$ cat src/rtl/uart_pkg.sv
// Shared UART definitions: receiver state encoding, default oversample ratio
// and the 3-sample majority vote used for mid-bit decisions.
package uart_pkg;

  localparam int unsigned OVERSAMPLE_DEFAULT = 16;

  typedef enum logic [1:0] {
    ST_IDLE  = 2'd0,
    ST_START = 2'd1,
    ST_DATA  = 2'd2,
    ST_STOP  = 2'd3
  } rx_state_e;

  function automatic logic maj3(input logic a, input logic b, input logic c);
    return (a & b) | (a & c) | (b & c);
  endfunction

endpackage

$ cat src/rtl/uart_rx_sync.sv
// Two-flop synchronizer for the asynchronous serial line, plus one extra
// register holding the previous synchronized value for edge detection.
module uart_rx_sync
  import uart_pkg::*;
(
  input  logic clk_baud,
  input  logic rst,
  input  logic rx,
  output logic rx_s,
  output logic rx_prev
);

  logic sync1_q, sync1_d;
  logic sync2_q, sync2_d;
  logic prev_q,  prev_d;

  always_comb begin
    sync1_d = rx;
    sync2_d = sync1_q;
    prev_d  = sync2_q;
  end

  // Reset to the idle-high line level so release never looks like a start edge.
  always_ff @(posedge clk_baud or negedge rst) begin
    if (!rst) begin
      sync1_q <= 1'b1;
      sync2_q <= 1'b1;
      prev_q  <= 1'b1;
    end else begin
      sync1_q <= sync1_d;
      sync2_q <= sync2_d;
      prev_q  <= prev_d;
    end
  end

  assign rx_s    = sync2_q;
  assign rx_prev = prev_q;

endmodule

$ cat src/rtl/uart_rx.sv
// Oversampling UART receiver: 8N1 framing, majority-voted mid-bit sampling,
// one-cycle rx_valid / frame_err pulses.
module uart_rx
  import uart_pkg::*;
#(
  parameter int unsigned OVERSAMPLE = OVERSAMPLE_DEFAULT
) (
  input  logic       clk_baud,
  input  logic       rst,
  input  logic       rx,
  output logic [7:0] rx_byte,
  output logic       rx_valid,
  output logic       frame_err,
  output logic       busy
);

  localparam int unsigned CW = $clog2(OVERSAMPLE);
  localparam logic [CW-1:0] CNT_LAST = CW'(OVERSAMPLE - 1);
  localparam logic [CW-1:0] MID_LO   = CW'(OVERSAMPLE / 2 - 1);
  localparam logic [CW-1:0] MID      = CW'(OVERSAMPLE / 2);
  localparam logic [CW-1:0] MID_HI   = CW'(OVERSAMPLE / 2 + 1);

  logic rx_s;
  logic rx_prev;

  rx_state_e     state_q,     state_d;
  logic [CW-1:0] cnt_q,       cnt_d;
  logic [2:0]    bit_idx_q,   bit_idx_d;
  logic [7:0]    shift_q,     shift_d;
  logic [7:0]    rx_byte_q,   rx_byte_d;
  logic          rx_valid_q,  rx_valid_d;
  logic          frame_err_q, frame_err_d;
  logic          samp_a_q,    samp_a_d;
  logic          samp_b_q,    samp_b_d;

  logic decide;
  logic bit_now;

  uart_rx_sync u_sync (
    .clk_baud (clk_baud),
    .rst      (rst),
    .rx       (rx),
    .rx_s     (rx_s),
    .rx_prev  (rx_prev)
  );

  // The first two votes are registered; the third is the live rx_s in the
  // decision cycle, so the decision lands exactly at cnt = M+1.
  assign decide  = (cnt_q == MID_HI);
  assign bit_now = maj3(samp_a_q, samp_b_q, rx_s);

  always_comb begin
    state_d     = state_q;
    cnt_d       = cnt_q;
    bit_idx_d   = bit_idx_q;
    shift_d     = shift_q;
    rx_byte_d   = rx_byte_q;
    rx_valid_d  = 1'b0;
    frame_err_d = 1'b0;
    samp_a_d    = samp_a_q;
    samp_b_d    = samp_b_q;

    if (state_q != ST_IDLE) begin
      cnt_d = (cnt_q == CNT_LAST) ? '0 : cnt_q + CW'(1);
      if (cnt_q == MID_LO) samp_a_d = rx_s;
      if (cnt_q == MID)    samp_b_d = rx_s;
    end

    unique case (state_q)
      ST_IDLE: begin
        cnt_d = '0;
        if (rx_prev && !rx_s) begin
          state_d = ST_START;
        end
      end

      ST_START: begin
        if (decide) begin
          if (!bit_now) begin
            state_d   = ST_DATA;
            bit_idx_d = '0;
          end else begin
            state_d = ST_IDLE;
            cnt_d   = '0;
          end
        end
      end

      ST_DATA: begin
        if (decide) begin
          shift_d   = {bit_now, shift_q[7:1]};
          bit_idx_d = bit_idx_q + 3'd1;
          if (bit_idx_q == 3'd7) begin
            state_d = ST_STOP;
          end
        end
      end

      ST_STOP: begin
        // Leaving at mid-stop leaves half a bit to spot a back-to-back start edge.
        if (decide) begin
          if (bit_now) begin
            rx_byte_d  = shift_q;
            rx_valid_d = 1'b1;
          end else begin
            frame_err_d = 1'b1;
          end
          state_d = ST_IDLE;
          cnt_d   = '0;
        end
      end

      default: begin
        state_d = ST_IDLE;
        cnt_d   = '0;
      end
    endcase
  end

  always_ff @(posedge clk_baud or negedge rst) begin
    if (!rst) begin
      state_q     <= ST_IDLE;
      cnt_q       <= '0;
      bit_idx_q   <= '0;
      shift_q     <= '0;
      rx_byte_q   <= '0;
      rx_valid_q  <= 1'b0;
      frame_err_q <= 1'b0;
      samp_a_q    <= 1'b1;
      samp_b_q    <= 1'b1;
    end else begin
      state_q     <= state_d;
      cnt_q       <= cnt_d;
      bit_idx_q   <= bit_idx_d;
      shift_q     <= shift_d;
      rx_byte_q   <= rx_byte_d;
      rx_valid_q  <= rx_valid_d;
      frame_err_q <= frame_err_d;
      samp_a_q    <= samp_a_d;
      samp_b_q    <= samp_b_d;
    end
  end

  assign rx_byte   = rx_byte_q;
  assign rx_valid  = rx_valid_q;
  assign frame_err = frame_err_q;
  assign busy      = (state_q != ST_IDLE);

endmodule

$ cat config.mk
export PLATFORM = sky130hd
export DESIGN_NAME = uart_rx
export DESIGN_NICKNAME = d
export VERILOG_FILES = /design/src/rtl/uart_pkg.sv /design/src/rtl/uart_rx_sync.sv /design/src/rtl/uart_rx.sv
export SDC_FILE = /design/constraint.sdc
export NUM_CORES = 1
export LEC_CHECK = 0
export CAP_MARGIN = 40
export CORE_MARGIN = 10
export CORE_UTILIZATION = 55
export CTS_CLUSTER_DIAMETER = 150
export DETAILED_ROUTE_END_ITERATION = 10
export PLACE_DENSITY = 0.77
export SYNTH_ARGS = -nofsm -noshare
export SYNTH_HDL_FRONTEND = slang
export SYNTH_SLANG_ARGS = --single-unit
$ cat constraint.sdc
create_clock -name clk_baud -period 2.77 [get_ports clk_baud]
set_input_delay 0.554 -clock clk_baud [delete_from_list [all_inputs] [get_ports clk_baud]]
set_output_delay 0.554 -clock clk_baud [all_outputs]
set_load 0.1 [all_outputs]
== After elaboration in Yosys (flattened, before gate mapping) ==
Index checks and enable logic that the tools add are counted.

* Word-level logic and storage cells: 67
* Register bits after elaboration: 32

* Reduce and logical (&&, ||, !) cells: 11
* Add/subtract/negate cells: 2
* Bitwise logic cells: 5
* Mux-type cells: 23
* Eq/ne operators: 14

{| class="wikitable"
|+ Operators with widths
! kind !! number
|-
| two-way mux 4 bit || 5
|-
| == test 4 bit, second input constant || 3
|-
| two-way mux 2 bit || 6
|-
| != test 2 bit, second input constant || 6
|-
| one-hot mux 4 bit (3 select lines) || 1
|-
| two-way mux 3 bit || 3
|-
| one-hot mux 2 bit (4 select lines) || 1
|-
| two-way mux 1 bit || 6
|-
| one-hot mux 3 bit (2 select lines) || 1
|-
| AND reduction 2 bit || 3
|-
| AND reduction 5 bit || 1
|-
| adder 4 x 1 -> 4 bit, second input constant || 1
|-
| == test 2 bit, second input constant || 2
|-
| == test 4 x 3 -> 1 bit, second input constant || 1
|-
| AND reduction 4 bit || 1
|-
| nonzero test 2 bit || 2
|-
| adder 3 x 1 -> 3 bit, second input constant || 1
|-
| bitwise AND 1 bit || 3
|-
| == test 3 bit, second input constant || 1
|-
| AND reduction 3 bit || 1
|-
| == test 2 x 1 -> 1 bit, second input constant || 1
|-
| zero test 2 bit || 1
|-
| OR 1 bit || 2
|-
| logical AND 1 bit || 1
|-
| zero test 1 bit || 1
|}

== Logic depth before layout (Yosys ltp) ==
* Depth after elaboration: 6
* Gate-level depth with buffers: 7
* Mapped depth without buffers: 5

== By module ==
From an unflattened synthesis, not the netlist that was laid out.

* Cell total of the unflattened synthesis: 100
* Area, all modules: 1436.4 µm²

{| class="wikitable"
|+ By module, submodules not included
! module !! area each (µm²) !! cells an instance !! times used
|-
| uart_rx || 1357.6 || 97 || 1
|-
| uart_rx_sync || 78.8 || 3 || 1
|}

== Worst setup path before layout ==
No wires, ideal clock.

* Path kind: flip-flop to flip-flop
* Start point: reg (tool-made name)
* End point: reg samp_b_q
* Buffers on the path: 1
* Data required time: 2.688 ns
* Arrival time: 1.574 ns
* Clock period less this slack: 1.656 ns
* Setup time: 0.082 ns
* Stages on the path, launching flop included: 5
* Path slack: 1.114 ns
* Path through: dfrtp_1 -> buf_4 -> or2_2 -> nand4b_1 -> mux2_2

{| class="wikitable"
|+ RTL lines
! item !! line !! RTL
|-
| to (signal assigned) || uart_rx.sv:140 || <nowiki>samp_b_q <= samp_b_d;</nowiki>
|-
| to (decl) || uart_rx.sv:34 || <nowiki>logic samp_b_q, samp_b_d;</nowiki>
|}

==> out/qor.csv <==
metric,value,unit
result of the run,finished clean,
Clk Tree Root Cell,clkbuf_4,
WL/cell,14.86,um
CTS Hold Buffers Added,0,
Max Cap Viol,0,
IO Count,14,
crit-path max FO,12,
total negative slack for setup checks,0,ns
smallest setup slack after layout,0.7288,ns
CP Launch Type,flip-flop,
worst slack at placement,0.9871,ns
cell with the biggest individual delay on the critical path,dfrtp_1,
Final period util,73.69,%
buffers inserted during post-CTS setup optimization,0,
total routing usage reported by global routing,9.531,%
number of instances in the synthesized netlist,100,
placed cell count,140,
port bufs,13,
CTS H-Tree Depth,2,
launch instance of the worst min-delay path,u_sync.sync1_q,
Syn Nets,108,
async set-reset flop share out of synthesis,100.0,%
number of buffers inserted during clock tree synthesis,5,
Power per Cell Area,792.1,nW/um2
Static Leakage,0.8090,nW
top-area cell type share of the netlist area,47.04,%
CTS sink count,32,
length of the first detailed-routing pass in iterations,4,
R2R Path Start,cnt_q[1],
number of violations reported at the end of detailed-routing iteration 0,18,
floorplan core area,2477,um2
highest ir drop seen on vdd,0.6859,mV
synthesis-stage register bit count,32,
transition time at the pin with the least slew margin,0.5633,ns
final worst clock skew,0.009388,ns
category of the critical setup timing path,reg2out,
Worst Hold Margin,0.3669,ns
setup repair after global routing missed its margin,false,
Synth Cell Area,1436,um2
worst slew slack as a fraction of its limit,61.97,%
end of the worst hold path,u_sync.rx_s,
NumNets Final,125,
max-slew violations,0,
fin cells,148,
post-layout total power,1.287,mW
maximum number of pins on one net before global-route repair,33,
most area-consuming cells after synthesis,"dfrtp_1 47%, dfstp_2 9.1%, mux2_2 8.6%",
worst reg-to-reg path cell count,5,
share of post-route cells with drive strength above 1,41.53,%
vias in the first global route,833,
sequential area share after synthesis,56.18,%
number of remaining DRC errors,0,
detailed-route vias per instance,5.601,
floorplan die area,5056,um2
Die Ht,71.11,um
CTS tree,done,
mean area per synthesized cell,14.36,um2
Cell Rows,18,
achievable frequency,0.4899,GHz
cell count of the worst hold path,0,
area added between synthesis and finish,13.15,%
critical path data required time,2.22,ns
cell taking the most area after synthesis,dfrtp_1,
global-route wire length before repair,3.795,mm
Final min period,2.041,ns
clk slew on worst S/H paths,0.09,ns
number of antenna violations at the first check in global routing,0,
Ys Warns,0,
Setup crit end kind,output pin,
Die Wd,71.11,um
Synth Flop Type,dfrtp_1,
kind of path behind the tightest hold check,reg2reg,
Slowest Stage Delay on Critical Path,0.54,ns
routed wire length,2.200,mm
Final Hold Violating Endpoints,0,
setup-violating endpoint count in the final report,0,
HPWL after detailed placement,1.640,mm
total via count after detailed routing,829,
Starting Density,57.98,%
number of antenna diodes,0,
worst reg2reg setup slack,0.98,ns
"EDFF count, synth",0,
clock latency on the worst-skew pair,0.33,ns
post-cts sizing count,0,
final estimated routing congestion in global placement,0.7430,
residual overflow from global routing,0,
number of routed nets with antenna violations,0,
critical-path cell list,or2_2 -> buf_4,
CTS Buffer Depth,2,
reg-to-reg critical path endpoint,shift_q[1],
synth unique cells,34,
critical path arrival,1.49,ns
how the worst max path moves through the flow:
stage                   start  slack, ns         end  cells after the start
global placement     cnt_q[1]       1.04  shift_q[1]                      5
CTS                 flip-flop       0.71        busy                      2
floorplan           flip-flop       1.11    samp_b_q                      4
global route        flip-flop       0.65        busy                      2
detailed placement   cnt_q[1]       0.99  shift_q[1]                      5
finish              flip-flop       0.73        busy                      2
logic make-up (layout without fill, tap and decap cells):
kind of cell             Yosys count  after routing  synth area share (%)
XOR/XNOR                           2              2                 1.220
flip-flops                        32             32                 56.19
AO/OA/AOI/OAI                     16             16                 8.973
adder cells (fa/ha/maj)            6              6                 5.139
AND/OR/NAND/NOR                   17             17                 8.799
multiplexers                      18             18                 15.94
buffers and inverters              9             27                 3.746
synth_stat cells, types with 2 or more instances:
cell type / count
dfrtp_1: 27
mux2_2: 11
mux2_4: 7
dfstp_2: 5
ha_1: 5
inv_1: 5
a21oi_1: 4
nor2_1: 3
o21ai_0: 3
a22o_1: 2
buf_6: 2
nand2b_1: 2
nand4b_1: 2
nor3_1: 2
power by group:
part	internal (mW)	switching (mW)
logic	0.140	0.174
clock network	0.189	0.148
registers	0.541	0.0952
total	0.870	0.417
registers in the layout, summed over array words and instances, names as in the netlist, named ones only:
name,count
rx_byte,8
bit_idx_q,3
u_sync.sync1_q,1
u_sync.rx_s,1
u_sync.rx_prev,1
samp_a_q,1
frame_err,1
state_q,1
shift_q,8
cnt_q,4
samp_b_q,1
rx_valid,1
stage by stage:
| step | utilization [%] | instance area (um2) |
|---|---|---|
| after floorplan | - | 1436 |
| after global placement | 62.53 | 1549 |
| after detailed placement | 62.53 | 1549 |
| after CTS | 65.61 | 1625 |
| after global routing | 65.61 | 1625 |
| final | 65.61 | 1625 |
worst max-delay path, delay by kind of cell (launching register included):
| kind | cells | cell delay, ns |
|---|---|---|
| DFF | 1 | 0.54 |
| and+or+nand+nor | 1 | 0.38 |
| buffers and inverters | 1 | 0.24 |
cell usage in the layout (no fill, tap or decap), types with 3 or more instances in the layout:
| cell type | instances |
|---|---|
| inv_1 | 5 |
| buf_4 | 12 |
| mux2_2 | 11 |
| ha_1 | 5 |
| mux2_4 | 7 |
| clkbuf_4 | 5 |
| a21oi_1 | 4 |
| o21ai_0 | 3 |
| dfstp_2 | 5 |
| dfrtp_1 | 27 |
| nor2_1 | 3 |
layer usage:
layer	track usage, %	vias to the layer above	wire length [um]
li1	-	396	-
met1	10.15	410	970
met2	14.34	15	1033
met3	5.579	8	144
met4	5.591	0	51
met5	0	-	0
cell type report:
type | count | area [um2]
Timing Repair Buffer | 14 | 110.1
Inverter | 5 | 18.77
Fill cell | 172 | 852.1
Clock buffer | 6 | 41.29
Sequential cell | 32 | 807.0
Tap cell | 30 | 37.54
Multi-Input combinational cell | 59 | 575.6
Clock inverter | 2 | 35.03
Note: power is estimated with default switching activity, not from simulation.
